[src/rtl/ifetch_unit.sv]
// ---------------------------------------------------------------------------
// ifetch_unit
//
// Instruction-fetch stage that sits directly after the program counter.
// It takes the current PC and issues one word read at a time over a req/gnt
// plus rvalid handshake. It buffers each returned instruction, together with
// its PC, in a small FIFO for the decoder. A taken-branch flush throws away
// everything that is already fetched or still in flight.
//
// Optional feature (compile-time macro IFETCH_ALIGN_CHECK_EN):
//   A misaligned PC (pc[1:0] != 0) does not go to memory. Instead, a faulting
//   entry {instr=0, instr_pc=pc, fetch_fault=1} is pushed into the FIFO.
//   Without the macro, the low PC bits are ignored for the memory address
//   and fetch_fault is tied to 0.
//
// Ports:
//   clock        in   system clock, rising edge
//   reset        in   asynchronous active-low reset
//   pc           in   current PC from the PC stage
//   flush        in   taken branch/jump; drops fetched and in-flight work
//   pc_advance   out  one-cycle pulse: the PC may take its next value
//   mem_req      out  memory request valid
//   mem_addr     out  word-aligned request address
//   mem_gnt      in   memory accepted the request this cycle
//   mem_rvalid   in   read data valid (never back-pressured)
//   mem_rdata    in   read data
//   instr_valid  out  FIFO head valid
//   instr        out  FIFO head instruction
//   instr_pc     out  FIFO head PC
//   instr_ready  in   decoder consumes the head on instr_valid & instr_ready
//   fetch_fault  out  misaligned-fetch flag travelling with the head entry
// ---------------------------------------------------------------------------
module ifetch_unit #(
  parameter int ADDR_W     = 32,
  parameter int DATA_W     = 32,
  parameter int FIFO_DEPTH = 2
) (
  input  logic              clock,
  input  logic              reset,
  input  logic [ADDR_W-1:0] pc,
  input  logic              flush,
  output logic              pc_advance,
  output logic              mem_req,
  output logic [ADDR_W-1:0] mem_addr,
  input  logic              mem_gnt,
  input  logic              mem_rvalid,
  input  logic [DATA_W-1:0] mem_rdata,
  output logic              instr_valid,
  output logic [DATA_W-1:0] instr,
  output logic [ADDR_W-1:0] instr_pc,
  input  logic              instr_ready,
  output logic              fetch_fault
);

  localparam int PTR_W = (FIFO_DEPTH > 1) ? $clog2(FIFO_DEPTH) : 1;
  localparam int CNT_W = $clog2(FIFO_DEPTH + 1);
  localparam logic [CNT_W-1:0] DEPTH_C = CNT_W'(FIFO_DEPTH);

  typedef enum logic [1:0] {
    S_IDLE = 2'd0,
    S_REQ  = 2'd1,
    S_WAIT = 2'd2
  } state_t;

  state_t            r_state, w_state_nxt;
  logic [ADDR_W-1:0] r_req_pc, w_req_pc_nxt;
  logic              r_drop, w_drop_nxt;

  logic [DATA_W-1:0] r_fifo_instr [FIFO_DEPTH];
  logic [ADDR_W-1:0] r_fifo_pc    [FIFO_DEPTH];
  logic [PTR_W-1:0]  r_wr_ptr, r_rd_ptr;
  logic [CNT_W-1:0]  r_count;

  logic              w_push, w_pop, w_slot_free;
  logic [DATA_W-1:0] w_push_data;
  logic [ADDR_W-1:0] w_push_pc;

`ifdef IFETCH_ALIGN_CHECK_EN
  logic              r_fifo_fault [FIFO_DEPTH];
  logic              w_push_fault;
`endif

  // In IDLE nothing is in flight, so the registered count alone decides
  // whether a slot can be reserved for the next request. A request is only
  // launched from IDLE, which guarantees the response always has a home.
  assign w_slot_free = (r_count < DEPTH_C);

  // A pop in the flush cycle is ignored because flush clears the FIFO anyway.
  assign w_pop = instr_valid & instr_ready & ~flush;

  // -------------------------------------------------------------------------
  // Fetch FSM: next state and outputs
  // -------------------------------------------------------------------------
  always_comb begin
    // NOTE: every signal gets a default before the case, so no path can
    // leave one unassigned and infer a latch.
    w_state_nxt  = r_state;
    w_req_pc_nxt = r_req_pc;
    w_drop_nxt   = r_drop;
    w_push       = 1'b0;
    w_push_data  = mem_rdata;
    w_push_pc    = r_req_pc;
    pc_advance   = 1'b0;
`ifdef IFETCH_ALIGN_CHECK_EN
    w_push_fault = 1'b0;
`endif

    unique case (r_state)
      S_IDLE: begin
        if (!flush && w_slot_free) begin
`ifdef IFETCH_ALIGN_CHECK_EN
          if (pc[1:0] != 2'b00) begin
            // Push the fault entry directly. The PC is held because no
            // pc_advance is sent; only a flush can redirect it.
            w_push       = 1'b1;
            w_push_data  = '0;
            w_push_pc    = pc;
            w_push_fault = 1'b1;
          end else
`endif
          begin
            w_req_pc_nxt = pc;
            w_state_nxt  = S_REQ;
          end
        end
      end

      S_REQ: begin
        if (mem_gnt) begin
          w_state_nxt = S_WAIT;
          // A flush cannot withdraw a granted request. Mark its response for
          // discard and keep the PC from advancing on the wrong path.
          if (flush) w_drop_nxt = 1'b1;
          else       pc_advance = 1'b1;
        end else if (flush) begin
          w_state_nxt = S_IDLE;
        end
      end

      S_WAIT: begin
        if (mem_rvalid) begin
          w_state_nxt = S_IDLE;
          w_drop_nxt  = 1'b0;
          w_push      = ~r_drop & ~flush;
        end else if (flush) begin
          w_drop_nxt = 1'b1;
        end
      end

      default: w_state_nxt = S_IDLE;
    endcase
  end

  assign mem_req  = (r_state == S_REQ);
  assign mem_addr = {r_req_pc[ADDR_W-1:2], 2'b00};

  // -------------------------------------------------------------------------
  // Fetch FSM state register
  // -------------------------------------------------------------------------
  always_ff @(posedge clock or negedge reset) begin
    if (!reset) begin
      r_state  <= S_IDLE;
      r_req_pc <= '0;
      r_drop   <= 1'b0;
    end else begin
      // NOTE: sequential state uses non-blocking assignments, so every
      // register samples its inputs from before the edge.
      r_state  <= w_state_nxt;
      r_req_pc <= w_req_pc_nxt;
      r_drop   <= w_drop_nxt;
    end
  end

  // -------------------------------------------------------------------------
  // Output FIFO
  // -------------------------------------------------------------------------
  always_ff @(posedge clock or negedge reset) begin
    if (!reset) begin
      // NOTE: the storage is reset on purpose, because instr and instr_pc
      // must read 0 out of reset. This is cheap at this FIFO depth.
      for (int i = 0; i < FIFO_DEPTH; i++) begin
        r_fifo_instr[i] <= '0;
        r_fifo_pc[i]    <= '0;
`ifdef IFETCH_ALIGN_CHECK_EN
        r_fifo_fault[i] <= 1'b0;
`endif
      end
      r_wr_ptr <= '0;
      r_rd_ptr <= '0;
      r_count  <= '0;
    end else if (flush) begin
      r_wr_ptr <= '0;
      r_rd_ptr <= '0;
      r_count  <= '0;
    end else begin
      if (w_push) begin
        r_fifo_instr[r_wr_ptr] <= w_push_data;
        r_fifo_pc[r_wr_ptr]    <= w_push_pc;
`ifdef IFETCH_ALIGN_CHECK_EN
        r_fifo_fault[r_wr_ptr] <= w_push_fault;
`endif
        // The depth is a power of two, so the pointer wraps naturally.
        r_wr_ptr <= r_wr_ptr + 1'b1;
      end
      if (w_pop) r_rd_ptr <= r_rd_ptr + 1'b1;
      unique case ({w_push, w_pop})
        2'b10:   r_count <= r_count + 1'b1;
        2'b01:   r_count <= r_count - 1'b1;
        default: r_count <= r_count;
      endcase
    end
  end

  assign instr_valid = (r_count != '0);
  assign instr       = r_fifo_instr[r_rd_ptr];
  assign instr_pc    = r_fifo_pc[r_rd_ptr];

`ifdef IFETCH_ALIGN_CHECK_EN
  assign fetch_fault = r_fifo_fault[r_rd_ptr];
`else
  assign fetch_fault = 1'b0;
`endif

  // -------------------------------------------------------------------------
  // Invariants of the slot-reservation scheme
  // -------------------------------------------------------------------------
  a_no_overflow : assert property (@(posedge clock) disable iff (!reset)
    !(w_push && !w_pop && (r_count == DEPTH_C)));
  a_count_bound : assert property (@(posedge clock) disable iff (!reset)
    r_count <= DEPTH_C);
  a_adv_no_flush : assert property (@(posedge clock) disable iff (!reset)
    !(pc_advance && flush));

endmodule

[config.mk]
export PLATFORM = sky130hd
export DESIGN_NAME = ifetch_unit
export DESIGN_NICKNAME = d
export VERILOG_FILES = /design/src/rtl/ifetch_unit.sv
export SDC_FILE = /design/constraint.sdc
export NUM_CORES = 1
export LEC_CHECK = 0
export CORE_AREA = 2 2 124 126
export CTS_CLUSTER_SIZE = 28
export DETAILED_ROUTE_END_ITERATION = 12
export DIE_AREA = 0 0 126 128
export PLACE_DENSITY = 0.85
export SLEW_MARGIN = 20
export SYNTH_ARGS = -nofsm -noshare
export SYNTH_HDL_FRONTEND = slang
export SYNTH_SLANG_ARGS = --single-unit
[constraint.sdc]
create_clock -name clock -period 4.55 [get_ports clock]
set_input_delay 1.1375 -clock clock [delete_from_list [all_inputs] [get_ports clock]]
set_output_delay 1.1375 -clock clock [all_outputs]
set_load 0.05 [all_outputs]
==> flow_metrics.tcl <==
set metrics [dict create \
    peakVddDrop_mv 0.4063 \
    worst_case_headroom_to_the_max_slew_limit 0.4684 \
    asyncSetResetFlopFracSynth 1.000 \
    portBuffers 166 \
    yosys.area.top_type "sky130_fd_sc_hd__dfrtp_1" \
    cts.root.buffer_cell "sky130_fd_sc_hd__clkbuf_16" \
    place_congestion 0.7722 \
    placed_cell_area_um2 9154 \
    achievable-frequency_mhz 249.6 \
    post_synth_instance_area_um2 7543 \
    worstSetupStartpointType "input port" \
    grt_overflow 0 \
    cpPeakStageDelay_ns 0.80 \
    initial_utilization 0.5075 \
    finish.utilization 0.6549 \
    horizontal_die_dimension_um 126 \
    synth.yosys.warnings 0 \
    postCtsSetupBuffers 0 \
    syn-mean-instance-area_um2 15.59 \
    clock_sink_count 167 \
    drt_first_iter_violations 177 \
    critical_path_cell_count 3 \
    drt_wl_total_mm 14.86 \
    route.met2.wl_mm 7.293 \
    grt_antenna_before_repair 0 \
    setup_viol 0 \
    finalCritPeriodShare 0.8804 \
    pin_count_of_the_biggest_net_entering_global_routing 90 \
    routed-wl-met3_um 917 \
    setup.worst_path.start "flush" \
    clk_latency_ns 0.41 \
    cts-buffers-inserted 17 \
    hold_slack_ns 0.4986 \
    final_antenna_net_count 0 \
    worstReg2RegEnd "r_fifo_pc[10]$_DFFE_PN0P_" \
    crit_path_cell_trace "clkdlybuf4s50_1 > and3b_1 > clkdlybuf4s50_1" \
    worstRegToRegCells 4 \
    route.vias.total 4306 \
    critical_path_arrival_ns 2.87 \
    htreeDepth 4 \
    final.setup.tns_ns 0 \
    post-place-cells 791 \
    critPathMaxFanout 10 \
    met1_routed_length_mm 6.539 \
    ys_seq_elements 167 \
    top_flip_flop_cell_by_instance_count_after_synthesis "sky130_fd_sc_hd__dfrtp_1" \
    holdCritPathClass "reg -> reg" \
    detail_route.vias_per_cell 5.238 \
    placement_rows 45 \
    yosysMostFrequentCell "sky130_fd_sc_hd__mux2_2" \
    slew_at_the_pin_closest_to_its_max_slew_limit_ns 0.7974 \
    core-area_um2 14860 \
    worstSetupEndpointType "output port" \
    critical_path.top_delay_family "buffers and inverters" \
    r2r_slack_ns 2.27 \
    grt_pass1_vias 4744 \
    ys_types 32 \
    routedWlPerCell_um 18.08 \
    hold_buffers 0 \
    worst-path-buf-inv 2 \
    cp_data_required_time_ns 3.41 \
    syn_to_final_growth_pct 29.04 \
    nNetsFinal 692 \
    power_density_nw_per_um2 700.3 \
    synthTopCellsByArea "sky130_fd_sc_hd__dfrtp_1 55%, sky130_fd_sc_hd__mux2_2 26%, sky130_fd_sc_hd__mux2_4 9.8%" \
    synthesis.instances 484 \
    synth-seq-area-share 0.5540 \
    cts_max_path_buffers 2 \
    highest_layer "met4" \
    synthDominantCellAreaShare 0.5540 \
    yosys-top-cells-count "175 x sky130_fd_sc_hd__mux2_2, 167 x sky130_fd_sc_hd__dfrtp_1, 49 x sky130_fd_sc_hd__mux2_4, 33 x sky130_fd_sc_hd__buf_4, 10 x sky130_fd_sc_hd__buf_2" \
    power.static_leakage_nw 4.602 \
    critical_path_start_end_classification "in -> out" \
    antennaDiodeCount 0 \
    drt-pass1-iter-count 4 \
    drive_gt1_frac 0.4259 \
    tritoncts_clock_tree "built" \
    critical_path.reg2reg.startpoint "r_state[0]$_DFFE_PN0P_" \
    critPathSlowestCell "sky130_fd_sc_hd__clkdlybuf4s50_1" \
    die_height_um 128 \
    critPathCapture "pc_advance" \
    cts_resized 0 \
    synth_enable_flop_cells 0 \
    timing.final.max_slew_violations 0 \
    finClkSkew_ns 0.006602 \
    drc 0 \
    pin_count 170 \
    dp_hpwl_mm 9.995 \
    final_hold_viol_count 0 \
    outcome "completed" \
    clkSlewWorstSetupHoldPaths_ns 0.06 \
    timing.final.crit_period_ns 4.006 \
    dieArea_um2 16130 \
    area_of_all_placed_cells_without_fillers_um2 9734 \
    grt_resource_usage_total 0.1919 \
    max_cap_violations 0 \
    critical-path-top-cell-by-count "sky130_fd_sc_hd__clkdlybuf4s50_1" \
    final-instance-count-excl-fill 822 \
    rsz0062_at_grt "false" \
    first_pass_grt_wire_length_mm 24.41 \
]
## metrics by stage
step | power [W] | setup slack [ns]
floorplan | 0.004570 | 1.589
global placement | 0.005379 | 0.6124
detailed placement | 0.005460 | 0.5773
CTS | 0.006886 | 0.5579
global route | 0.007113 | 0.4969
finish | 0.006817 | 0.5441
## layer usage
layer / vias to the layer above / track usage
met2: 131 / 0.3153
met5: - / 0
met4: 0 / 0.05301
met3: 13 / 0.06553
met1: 2202 / 0.2445
li1: 1960 / -
## worst min-delay path by stage
stage | end | slack, ns | depth (start not counted) | start
finish | r_fifo_instr[46]$_DFFE_PN0P_ | 0.50 | 1 | r_fifo_instr[46]$_DFFE_PN0P_
global route | r_fifo_instr[24]$_DFFE_PN0P_ | 0.51 | 1 | r_fifo_instr[24]$_DFFE_PN0P_
CTS | r_fifo_instr[24]$_DFFE_PN0P_ | 0.50 | 1 | r_fifo_instr[24]$_DFFE_PN0P_
detailed placement | r_fifo_instr[24]$_DFFE_PN0P_ | 0.49 | 1 | r_fifo_instr[24]$_DFFE_PN0P_
global placement | r_fifo_pc[20]$_DFFE_PN0P_ | 0.48 | 1 | r_fifo_pc[20]$_DFFE_PN0P_
floorplan | r_fifo_instr[21]$_DFFE_PN0P_ | 0.47 | 1 | r_fifo_instr[21]$_DFFE_PN0P_
## placed cells by master, fill, tap and decap left out, types with 3 or more instances in the layout
master                            count
sky130_fd_sc_hd__mux2_2             175
sky130_fd_sc_hd__dfrtp_1            166
sky130_fd_sc_hd__clkdlybuf4s50_1    165
sky130_fd_sc_hd__mux2_4              49
sky130_fd_sc_hd__clkbuf_16           17
sky130_fd_sc_hd__clkbuf_8             6
sky130_fd_sc_hd__buf_4                6
sky130_fd_sc_hd__o21ai_0              4
sky130_fd_sc_hd__nand2_1              3
sky130_fd_sc_hd__a21oi_1              3
sky130_fd_sc_hd__conb_1               3
## state kept, by name, indices dropped and copies added (netlist names)
register	flops
r_drop	1
r_rd_ptr	1
r_fifo_pc	64
r_wr_ptr	1
r_state	2
r_count	2
r_req_pc	32
r_fifo_instr	64
## where the power goes
part	internal [W]	switching (W)
Clock	0.000838	0.000548
Sequential	0.00190	0.000309
Combinational	0.00134	0.00188
Total	0.00408	0.00274
## logic make-up after synthesis
kind of cell    count (synthesis)  share of synthesized area
flops                         167                     0.5540
compound gates                 12                    0.01028
other cells                     1                  0.0004971
mux                           224                     0.3588
buf+inv                        59                    0.05441
xor+xnor                        1                   0.001161
simple gates                   20                    0.02090
## worst reg2reg max path, cell delays in order, from the launching register on
cell and delay [ns]:
sky130_fd_sc_hd__dfrtp_1 0.52, sky130_fd_sc_hd__and4bb_2 0.31, sky130_fd_sc_hd__nand3_4 0.41, sky130_fd_sc_hd__buf_4 0.51, sky130_fd_sc_hd__mux2_2 0.41
## cell type report
cell class	count	area, um2
clock buffer	25	515.5
fill	1057	5130
timing repair buffer	174	1748
clock inverter	6	65.06
multi-input combinational	260	2983
sequential	167	4180
inverter	2	7.507
tap	188	235.2
Note: power is estimated with default switching activity, not from simulation.
